### config.mk
export PLATFORM = sky130hd
export DESIGN_NAME = layer_sequencer
export DESIGN_NICKNAME = d
export VERILOG_FILES = /design/src/rtl/nn_pkg.sv /design/src/rtl/watchdog_counter.sv /design/src/rtl/layer_sequencer.sv
export SDC_FILE = /design/constraint.sdc
export NUM_CORES = 1
export LEC_CHECK = 0
export BUFFER_PORTS_ARGS = -buffer_cell sky130_fd_sc_hd__buf_2
export CORE_AREA = 2 2 82 84
export DETAILED_ROUTE_END_ITERATION = 10
export DIE_AREA = 0 0 84 86
export HOLD_SLACK_MARGIN = 0.15
export MAX_ROUTING_LAYER = met4
export PLACE_DENSITY_LB_ADDON = 0.12
export SLEW_MARGIN = 10
export SYNTH_ARGS = -nofsm -noshare
export SYNTH_HDL_FRONTEND = slang
export SYNTH_SLANG_ARGS = --single-unit
### constraint.sdc
create_clock -name clock -period 1.95 [get_ports clock]
set_input_delay 0.195 -clock clock [delete_from_list [all_inputs] [get_ports clock]]
set_output_delay 0.195 -clock clock [all_outputs]
set_load 0.01 [all_outputs]
### src/rtl/nn_pkg.sv
// Shared fixed-point types and the layer sequencer state encoding.
// Latency: none (types and constants only).
// Backpressure: not applicable.
package nn_pkg;

  localparam int INTEGER_WIDTH  = 8;
  localparam int FRACTION_WIDTH = 8;
  localparam int FIXED_WIDTH    = INTEGER_WIDTH + FRACTION_WIDTH;

  // Signed Q(INTEGER_WIDTH).(FRACTION_WIDTH) value; 1.0 == 1 << FRACTION_WIDTH.
  typedef logic signed [FIXED_WIDTH-1:0] fixed_t;

  typedef enum logic [2:0] {
    S_IDLE  = 3'd0,
    S_START = 3'd1,
    S_WAIT  = 3'd2,
    S_STORE = 3'd3,
    S_DONE  = 3'd4
  } sequencer_state_t;

endpackage

### src/rtl/watchdog_counter.sv
// Counts enabled cycles and flags when TIMEOUT_CYCLES have elapsed.
// Latency: expired is combinational in the TIMEOUT_CYCLES-th enabled cycle.
// Backpressure: none; clear has priority over counting.
module watchdog_counter #(
  parameter int TIMEOUT_CYCLES = 64
) (
  input  logic clock,
  input  logic reset,
  input  logic clear,
  input  logic enable,
  output logic expired
);

  localparam int CW = $clog2(TIMEOUT_CYCLES + 1);

  logic [CW-1:0] r_count;

  // Count enabled cycles, saturating once the limit is reached.
  always_ff @(posedge clock or negedge reset) begin
    if (!reset) begin
      r_count <= '0;
    end else if (clear) begin
      r_count <= '0;
    end else if (enable && !expired) begin
      r_count <= r_count + 1'b1;
    end
  end

  assign expired = enable && (r_count == CW'(TIMEOUT_CYCLES - 1));

endmodule

### src/rtl/layer_sequencer.sv
// Time-multiplexes NUM_NEURONS evaluations onto one shared neuron and collects results.
// Latency: inputs_ready to output_ready spans 1 + NUM_NEURONS*(2 + neuron latency) + 1 cycles.
// Backpressure: one request may queue while busy; further requests are dropped.
// Optional watchdog: define LAYER_SEQUENCER_TIMEOUT_EN.
module layer_sequencer
  import nn_pkg::*;
#(
  parameter int NUM_NEURONS    = 4,
  parameter int TIMEOUT_CYCLES = 64
) (
  input  logic                               clock,
  input  logic                               reset,
  input  logic                               inputs_ready,
  output logic                               neuron_start,
  output logic [$clog2(NUM_NEURONS)-1:0]     neuron_index,
  input  logic                               neuron_output_ready,
  input  fixed_t                             neuron_out,
  output fixed_t [NUM_NEURONS-1:0]           outputs,
  output logic                               output_ready,
  output logic                               busy,
  output logic                               error
);

  localparam int                IDX_W = $clog2(NUM_NEURONS);
  localparam logic [IDX_W-1:0]  LAST  = IDX_W'(NUM_NEURONS - 1);

  if (NUM_NEURONS < 2 || NUM_NEURONS > 256) begin : g_bad_num_neurons
    $error("NUM_NEURONS must lie in 2..256");
  end
  if (TIMEOUT_CYCLES < 1) begin : g_bad_timeout
    $error("TIMEOUT_CYCLES must be at least 1");
  end

  sequencer_state_t         r_state;
  sequencer_state_t         w_next;
  logic [IDX_W-1:0]         r_index;
  logic                     r_pending;
  fixed_t [NUM_NEURONS-1:0] r_outputs;
  logic                     w_store;
  logic                     w_timeout;
  fixed_t                   w_store_dat;

`ifdef LAYER_SEQUENCER_TIMEOUT_EN
  logic w_expired;
  logic r_zero;
  logic r_error;

  watchdog_counter #(
    .TIMEOUT_CYCLES(TIMEOUT_CYCLES)
  ) u_watchdog (
    .clock  (clock),
    .reset  (reset),
    .clear  (r_state != S_WAIT),
    .enable (r_state == S_WAIT),
    .expired(w_expired)
  );

  // A real reply in the expiring cycle wins over the timeout.
  assign w_timeout = (r_state == S_WAIT) && w_expired && !neuron_output_ready;

  // Remember a timeout for the following STORE and latch the sticky error.
  always_ff @(posedge clock or negedge reset) begin
    if (!reset) begin
      r_zero  <= 1'b0;
      r_error <= 1'b0;
    end else begin
      r_zero  <= w_timeout;
      r_error <= r_error | w_timeout;
    end
  end

  assign w_store_dat = r_zero ? fixed_t'(0) : neuron_out;
  assign error       = r_error;
`else
  assign w_timeout   = 1'b0;
  assign w_store_dat = neuron_out;
  assign error       = 1'b0;
`endif

  // State register.
  always_ff @(posedge clock or negedge reset) begin
    if (!reset) begin
      r_state <= S_IDLE;
    end else begin
      r_state <= w_next;
    end
  end

  // Next-state and Moore outputs; neuron_output_ready only matters in WAIT.
  always_comb begin
    w_next       = r_state;
    neuron_start = 1'b0;
    output_ready = 1'b0;
    busy         = 1'b1;
    w_store      = 1'b0;
    case (r_state)
      S_IDLE: begin
        busy = 1'b0;
        if (inputs_ready || r_pending) w_next = S_START;
      end
      S_START: begin
        neuron_start = 1'b1;
        w_next       = S_WAIT;
      end
      S_WAIT: begin
        if (neuron_output_ready || w_timeout) w_next = S_STORE;
      end
      S_STORE: begin
        w_store = 1'b1;
        w_next  = (r_index < LAST) ? S_START : S_DONE;
      end
      S_DONE: begin
        output_ready = 1'b1;
        w_next       = S_IDLE;
      end
      default: w_next = S_IDLE;
    endcase
  end

  // Neuron index: cleared when a pass launches, advanced after each store, never wraps.
  always_ff @(posedge clock or negedge reset) begin
    if (!reset) begin
      r_index <= '0;
    end else if (r_state == S_IDLE && w_next == S_START) begin
      r_index <= '0;
    end else if (w_store && r_index != LAST) begin
      r_index <= r_index + 1'b1;
    end
  end

  // One-deep request queue: consumed in IDLE, set by a request arriving while busy.
  always_ff @(posedge clock or negedge reset) begin
    if (!reset) begin
      r_pending <= 1'b0;
    end else if (r_state == S_IDLE) begin
      r_pending <= 1'b0;
    end else if (inputs_ready) begin
      r_pending <= 1'b1;
    end
  end

  // Result bank: written only in STORE so the previous pass stays readable.
  always_ff @(posedge clock or negedge reset) begin
    if (!reset) begin
      r_outputs <= '0;
    end else if (w_store) begin
      r_outputs[r_index] <= w_store_dat;
    end
  end

  assign neuron_index = r_index;
  assign outputs      = r_outputs;

endmodule

==> impl_metrics.json, run 1 <==
{
  "timing.final.setup_violations": 0,
  "outcome": "complete, no violations",
  "wl_met3_um": 361,
  "rr_startpoint": "r_state[2]",
  "yosysSeqAreaShare_pct": 63.2,
  "synth_top_area_cell": "dfrtp_1",
  "report.final.slew_viol_count": 0,
  "start_util_pct": 44.1,
  "path_max_fanout": 16,
  "clock_path_buffers": 2,
  "hpwl_um": 3560,
  "rsz0062_at_grt": "false",
  "final_antenna_net_count": 0,
  "place_inst": 328,
  "antenna_found_initial": 0,
  "syn_avg_cell_area_um2": 16.5,
  "yosysMostFrequentCell": "dfrtp_1",
  "highest_layer": "met4",
  "skew_ns": 0.00801,
  "synth_top_area_share_pct": 63.2,
  "grt_overflow_total": 0,
  "nets": 304,
  "dpl_cell_area_um2": 3260,
  "p_leak_nw": 1.78,
  "p_seq_share_pct": 42.2,
  "port_buffers": 88,
  "dieArea_um2": 7220,
  "synth_cell_types": 19,
  "r2r_setup_slack_ns": 0.32,
  "cp-end-kind": "register",
  "synth-async-reset-ratio_pct": 100,
  "wl_met2_um": 2460,
  "hp-start": "neuron_output_ready",
  "synthCells": 168,
  "grt_max_degree": 71,
  "num_vias": 1715,
  "comb_power_share_pct": 39.0,
  "worstSkewPairLatency_ns": 0.34,
  "ctsHoldBuffers": 18,
  "hold_class": "input pin to register",
  "grt_pass1_vias": 1664,
  "yosys_warnings": 0,
  "total_power_mw": 6.09,
  "swShare_pct": 32.9,
  "synth_fp_nets": 192,
  "drive_gt1_share_pct": 60.7,
  "fp-row-count": 29,
  "cap_violations": 0,
  "die_x_um": 84,
  "startpoint": "r_state[2]",
  "clk_pin_slew_ns": 0.07,
  "drc": 0,
  "fin_setup_tns_ns": 0,
  "vias_per_cell": 4.74,
  "ctsResizeCount": 0,
  "syn_to_final_growth_pct": 31.5,
  "grtUsageTotal_pct": 15.9,
  "synth_common_cells": "dfrtp_1, mux2_2, buf_6, nor2_1",
  "num_antenna_cells": 0,
  "ioPinCount": 90,
  "postCtsSetupBuffers": 0,
  "fmax_mhz": 612,
  "cts_tree": "yes",
  "crit_path_start_kind": "register",
  "syn_area_um2": 2770,
  "wl_met1_um": 2420,
  "ir_drop_mv": 0.918,
  "p_per_area_nw_per_um2": 1670,
  "dr.pass1.iters": 2,
  "ys_seq_elements": 70,
  "die_h_um": 86,
  "dominantRegCellSynth": "dfrtp_1",
  "h-tree-depth": 3,
  "grt_pass1_wl_um": 8500,
  "hold_viol_final": 0,
  "power.switching_mw": 2.00,
  "ys_top_cells_by_area": "dfrtp_1, mux2_2, buf_6, ha_1, mux2_4",
  "crit_arrival_ns": 1.85,
  "drt_iter0_drc": 78,
  "postLayoutCellArea_um2": 3640,
  "cts_buffers": 9,
  "routed_wl_um": 5300,
  "internal_power_mw": 4.09,
  "hold_ws_ns": 0.335,
  "clock_power_share_pct": 18.8,
  "cts.sinks": 70,
  "synth_edf_count": 0,
  "gpl.final_weighted_congestion": 0.731,
  "cts-root-buf": "clkbuf_8",
  "core_area_um2": 6280,
  "period_share_pct": 83.8,
  "critPathRequiredTime_ns": 2.17,
  "finalCriticalPeriod_ns": 1.63,
  "fin_cells": 362,
  "worstSetupPathType": "register to register",
  "routedWlPerCell_um": 14.6,
  "fill_cells": 538
}
-- flip-flops by register name (all words and copies together) (netlist names) --
register      cells
outputs          64
r_state           3
neuron_index      2
r_pending         1
-- through the flow --
step                worst slack, ns  utilization, %
CTS                           0.294            58.0
floorplan                     0.508               -
global route                  0.217            58.0
detailed placement            0.308            52.0
finish                        0.316            58.0
global placement              0.331            52.0
-- critical path, cell delays in order, from the launching register on --
cell     delay [ns]
dfrtp_1        0.43
and3b_1        0.47
nand2_4        0.26
mux2_4         0.36
-- kinds of logic after synthesis --
group,count (synthesis),share of synthesized area (%)
mux,65,26.8
flops,70,63.2
compound gates,1,0.271
fa+ha+maj,4,1.81
xor+xnor,2,0.632
simple gates,16,4.43
other cells,1,0.135
buf+inv,9,2.71
-- worst paths after layout --
kind                                to  depth (start not counted)
setup / recovery           outputs[35]                          3
hold / removal              r_state[0]                          3
setup reg to reg           outputs[35]                          3
hold reg to reg            outputs[22]                          1
max in group asynchronous   outputs[9]                          3
min in group asynchronous  outputs[38]                          3
-- layout make-up --
type,count,area (um2),area share (%)
clock buffer,10,138,3.78
tap,77,96.3,2.65
inverter,3,11.3,0.309
multi-input combinational,89,943,25.9
clock inverter,6,61.3,1.68
sequential,70,1750,48.1
timing repair buffer,107,641,17.6
-- metal layers --
metal  GRT usage (%)  vias up
met5               -        -
met4            3.96        0
met3            7.12        6
met2            23.3       56
met1            20.3      845
li1                -      808
-- cell usage in the layout, fill, tap and decap left out, drive strengths merged, types with 2 or more instances in the layout --
| cell type | netlist | final |
|---|---|---|
| buf | 6 | 89 |
| dfrtp | 70 | 70 |
| mux2 | 64 | 64 |
| dlygate4sd3 | 0 | 18 |
| clkbuf | 0 | 10 |
| nor2 | 5 | 5 |
| nand2 | 4 | 4 |
| ha | 4 | 4 |
| clkinv | 0 | 4 |
| inv | 3 | 3 |
| nor3b | 2 | 2 |
| or3 | 2 | 2 |
| xnor2 | 2 | 2 |
-- power groups by stage --
stage / sequential, mW / clock (mW) / combinational, mW
floorplan: 2.92 / 0 / 1.13
global placement: 2.59 / 0 / 2.35
detailed placement: 2.61 / 0 / 2.39
CTS: 2.58 / 1.18 / 2.43
global route: 2.67 / 1.26 / 2.58
finish: 2.57 / 1.14 / 2.38
Power figures use the tool's default switching activity.
==> run 2, diff against run 1 <==
- ABC_AREA: unset -> 1
- CORE_AREA: 2 2 82 84 -> 2 2 81 83
- DIE_AREA: 0 0 84 86 -> 0 0 83 85
- clock period: 1.95 -> 1.4 ns (I/O delays scaled with it)
==> run 2 against run 1 <==
Net effect:
- first-iteration DRC count rose by 40%
- sequential power rose by 41%
- largest power group unchanged
- critical path depth did not move
- clock skew rose by 0.0011 ns
- power rose by 38%
- final area fell by 0.52%
- sequential share of layout area rose by 0.28 points
- clock-buffer cell count rose by 3
- area after synthesis fell by 4.7%
==> impl_metrics.json, run 2 <==
{
  "outcome": "complete, no violations",
  "p_per_area_nw_per_um2": 2330,
  "report.final.slew_viol_count": 0,
  "hold_class": "input pin to async pin",
  "synth-async-reset-ratio_pct": 100,
  "die_x_um": 83,
  "clock_path_buffers": 2,
  "port_buffers": 88,
  "syn_area_um2": 2640,
  "routed_wl_um": 6080,
  "nets": 405,
  "p_leak_nw": 1.95,
  "postCtsSetupBuffers": 0,
  "period_share_pct": 93.8,
  "worstPathCellList": "nor3_2 > inv_1 > buf_2",
  "grt_pass1_wl_um": 10100,
  "gpl.final_weighted_congestion": 0.819,
  "worstSkewPairLatency_ns": 0.33,
  "crit_path_start_kind": "register",
  "grt_pass1_vias": 2043,
  "ys_seq_elements": 70,
  "antenna_found_initial": 0,
  "dr.pass1.iters": 4,
  "synth_common_cells": "nand2_1, dfrtp_1, o21ai_0",
  "worstSetupPathType": "register to output pin",
  "finalCriticalPeriod_ns": 1.31,
  "num_vias": 2130,
  "cts_buffers": 9,
  "timing.final.setup_violations": 0,
  "yosysSeqAreaShare_pct": 66.3,
  "final_common_cell": "buf_2",
  "drive_gt1_share_pct": 29.5,
  "cp_slowest_cell": "dfrtp_2",
  "die_h_um": 85,
  "fin_setup_tns_ns": 0,
  "drt_iter0_drc": 109,
  "skew_ns": 0.00912,
  "fill_cells": 563,
  "rr_startpoint": "neuron_index[0]",
  "r2r_cells": 6,
  "dpl_cell_area_um2": 3210,
  "cts_tree": "yes",
  "fp-row-count": 29,
  "postLayoutCellArea_um2": 3620,
  "ys_top_cells_by_area": "dfrtp_1, o21ai_0, nand2_1, inv_1, ha_1",
  "vias_per_cell": 4.60,
  "grt_overflow_total": 0,
  "num_antenna_cells": 0,
  "critPathRequiredTime_ns": 1.26,
  "cts-root-buf": "clkbuf_8",
  "synthCells": 267,
  "hold_viol_final": 0,
  "dominantRegCellSynth": "dfrtp_1",
  "slowest_delay_ns": 0.45,
  "yosys_warnings": 0,
  "crit_arrival_ns": 1.17,
  "synth_top_area_cell": "dfrtp_1",
  "drc": 0,
  "largest_reg_flops": 64,
  "core_area_um2": 6200,
  "h-tree-depth": 3,
  "cap_violations": 0,
  "final_cell_mix": "buf_2, nand2_1, dfrtp_1",
  "yosysMostFrequentCell": "nand2_1",
  "syn_avg_cell_area_um2": 9.89,
  "clk_pin_slew_ns": 0.07,
  "path_max_fanout": 5,
  "r2r_setup_slack_ns": 0.13,
  "synth_edf_count": 0,
  "ioPinCount": 90,
  "syn_to_final_growth_pct": 37.2,
  "hpwl_um": 4040,
  "reg2reg_to": "outputs[41]",
  "final_antenna_net_count": 0,
  "rsz0062_at_grt": "false",
  "routedWlPerCell_um": 13.1,
  "synth_fp_nets": 291,
  "synth_cell_types": 16,
  "dieArea_um2": 7060,
  "grtUsageTotal_pct": 18.5,
  "grt_max_degree": 71,
  "cp-end-kind": "output pin",
  "synth_top_area_share_pct": 66.3,
  "fmax_mhz": 762,
  "cts.sinks": 70,
  "ir_drop_mv": 0.982,
  "start_util_pct": 42.6
}
[run 2: cell types whose count changed after synthesis, sizes merged, moves of 3 or more]
cell,previous run,this run
mux2,64,0
o21ai,0,64
buf,6,9
nor3,0,3
inv,3,26
clkbuf,0,4
nand3,0,4
nand2,4,77
[run 2: final cells by class]
type	instances	area, um2	area share [%]
timing repair buffer	116	727	20.1
clock inverter	3	67.6	1.86
sequential	70	1750	48.4
tap	77	96.3	2.66
inverter	26	97.6	2.69
clock buffer	13	149	4.11
multi-input combinational	158	733	20.2
[run 2: logic make-up after synthesis]
family | Yosys count | synth area share, %
AOI/OAI and AO/OA | 65 | 12.3
adders and majority gates | 4 | 1.89
buffers and inverters | 39 | 6.11
and+or+nand+nor | 88 | 13.2
DFF | 70 | 66.3
other | 1 | 0.142
[run 2: how the worst max path moves through the flow]
stage | slack, ns | endpoint | from | cells after the start
2_1_floorplan | 0.14 | outputs[10] | neuron_index[0] | 5
3_3_place_gp | 0.12 | outputs[5] | neuron_index[0] | 5
3_5_place_dp | 0.11 | outputs[3] | neuron_index[0] | 5
4_1_cts | 0.04 | busy | r_state[2] | 3
5_1_grt | 0.004 | outputs[1] | neuron_index[0] | 6
6_report | 0.09 | busy | r_state[2] | 3
[run 2: worst max-delay path, delay by kind of cell (launching register included)]
family | cells | cell delay (ns)
buf+inv | 2 | 0.18
flops | 1 | 0.45
simple gates | 1 | 0.21
[run 2: report_power, final]
| part | internal, mW | switching [mW] |
|---|---|---|
| Sequential | 3.04 | 0.594 |
| Clock | 1.06 | 0.723 |
| Combinational | 1.31 | 1.72 |
[run 2: repair_timing]
item,in CTS,in global routing
gates resized for setup,1,2
endpoints found under the hold margin,135,0
setup endpoints to repair,1,4
hold buffers,19,0
[run 2: stage by stage]
stage                     power (mW)  hold slack, ns  setup WS, ns  utilization (%)  cells
final                           8.43           0.335        0.0869             58.4    463
after global routing            9.08           0.388       0.00431             58.4    463
after CTS                       8.51           0.362        0.0449             58.3    463
after detailed placement        6.65           0.198         0.106             51.7    428
after global placement          6.57           0.196         0.119             51.7    428
after floorplan                 5.20          -0.156         0.141                -    267
[run 2: per-layer routing]
layer	global-route usage (%)	wire length, um	vias up
met1	25.8	2970	989
met5	-	0	-
li1	-	-	1076
met3	4.96	337	4
met2	26.1	2730	61
met4	7.15	38	0
==> run 3, diff against run 2 <==
- CORE_AREA: 2 2 81 83 -> 2 2 106 108
- DIE_AREA: 0 0 83 85 -> 0 0 108 110
==> run 3 against run 2 <==
Net effect:
- worst setup slack got worse by 0.038 ns
- non-clock buffer count rose by 7
- via count rose by 1.2%
- highest routed layer unchanged
- die area rose by 68%
- largest power group unchanged
==> impl_metrics.json, run 3 (same netlist as run 2, synthesis figures left out) <==
{
  "cts_tree": "yes",
  "dpl_cell_area_um2": 3330,
  "final-seq-area_um2": 1750,
  "cts_buffers": 9,
  "final_common_cell": "buf_2",
  "final_core_util_pct": 35.5,
  "cts.sinks": 70,
  "r2r_setup_slack_ns": 0.13,
  "multi_input_area_um2": 749,
  "die_x_um": 108,
  "grt_max_degree": 32,
  "start_util_pct": 24.7,
  "hold_class": "input pin to async pin",
  "dieArea_um2": 11900,
  "cap_violations": 0,
  "ioPinCount": 90,
  "routed_wl_um": 6720,
  "nets": 412,
  "postLayoutCellArea_um2": 3790,
  "grt_pass1_wl_um": 11000,
  "die_h_um": 110,
  "syn_to_final_growth_pct": 43.7,
  "outcome": "complete, no violations",
  "total_power_mw": 8.62,
  "p_per_area_nw_per_um2": 2270,
  "hpwl_um": 4820,
  "largest_reg_flops": 64,
  "fmax_mhz": 740,
  "path_max_fanout": 5,
  "worstSetupEndpoint": "busy",
  "crit_arrival_ns": 1.21,
  "vias_per_cell": 4.05,
  "startpoint": "r_state[0]",
  "drive_gt1_share_pct": 32.1,
  "skew_ns": 0.0143,
  "rr_startpoint": "neuron_index[0]",
  "h-tree-depth": 3,
  "critPathRequiredTime_ns": 1.26,
  "p_leak_nw": 2.00,
  "grtUsageTotal_pct": 12.8,
  "ir_drop_mv": 0.865,
  "crit_path_start_kind": "register",
  "fill_cells": 1134,
  "core_area_um2": 10700,
  "gpl.final_weighted_congestion": 0.686,
  "num_vias": 2155,
  "antenna_found_initial": 0,
  "cp-end-kind": "output pin",
  "r2r_cells": 5,
  "drt_iter0_drc": 90,
  "port_buffers": 88,
  "grt_pass1_vias": 2059,
  "fin_setup_tns_ns": 0,
  "hold_viol_final": 0,
  "cts-root-buf": "clkbuf_8",
  "timing.final.setup_violations": 0,
  "fp-row-count": 38,
  "dr.pass1.iters": 4,
  "clock_path_buffers": 2,
  "final_antenna_net_count": 0,
  "finalCriticalPeriod_ns": 1.35,
  "rsz0062_at_grt": "true",
  "drc": 0,
  "routedWlPerCell_um": 12.6,
  "reg2reg_to": "outputs[26]",
  "period_share_pct": 96.5,
  "num_antenna_cells": 0,
  "worstSetupPathType": "register to output pin",
  "grt_overflow_total": 0,
  "worstSkewPairLatency_ns": 0.34,
  "report.final.slew_viol_count": 0,
  "clk_pin_slew_ns": 0.08,
  "final_cell_mix": "buf_2, nand2_1, dfrtp_1"
}
==> run 3: cell count changes in the layout (fill, tap and decap cells not counted), sizes merged <==
cell	delta
clkinvlp	+1
buf	+7
clkbuf	-3
clkinv	+1
==> run 3: cell type report <==
type | count | share of cell area [%]
sequential | 70 | 46.2
timing repair buffer | 123 | 21.0
multi-input combinational | 158 | 19.7
tap | 140 | 4.62
clock buffer | 10 | 3.63
inverter | 26 | 2.57
clock inverter | 5 | 2.21
==> run 3: layer usage <==
| layer | vias up | track usage, % | wire, um |
|---|---|---|---|
| met1 | 1004 | 16.1 | 3140 |
| met4 | 0 | 5.77 | 100 |
| li1 | 1085 | - | - |
| met2 | 57 | 19.5 | 3190 |
| met3 | 9 | 3.23 | 292 |
| met5 | - | - | 0 |
==> run 3: timing repair <==
item                                    4_1_cts  5_1_grt
hold buffers                                 19        0
endpoints found under the hold margin       134        0
resized for setup                             4        5
buffers inserted                              2        1
pin swaps                                     1        0
endpoints found under the setup margin        2       56
==> run 3: through the flow <==
step / worst slack [ns] / hold slack (ns) / instances
after floorplan: 0.141 / -0.156 / 267
after global placement: 0.128 / 0.0941 / 495
after detailed placement: 0.101 / 0.0883 / 495
after CTS: 0.00313 / 0.236 / 531
after global routing: -0.0477 / 0.269 / 532
final: 0.0490 / 0.256 / 532
==> run 3: how the worst min path moves through the flow <==
stage | from | to | slack [ns]
2_1_floorplan | reset | neuron_index[0] | -0.16
3_3_place_gp | reset | outputs[29] | 0.09
3_5_place_dp | reset | outputs[45] | 0.09
4_1_cts | reset | outputs[45] | 0.24
5_1_grt | reset | outputs[29] | 0.27
6_report | reset | outputs[29] | 0.26
==> run 3: worst max-delay path, stage by stage (launching register included) <==
cell and delay, ns:
dfrtp_1 0.39, buf_6 0.13, nor3_4 0.18, inv_1 0.05, buf_2 0.13
==> run 3: where the power goes <==
part | switching, mW | internal [mW]
clock | 0.772 | 1.04
combinational | 1.77 | 1.42
sequential | 0.574 | 3.04
total | 3.12 | 5.50
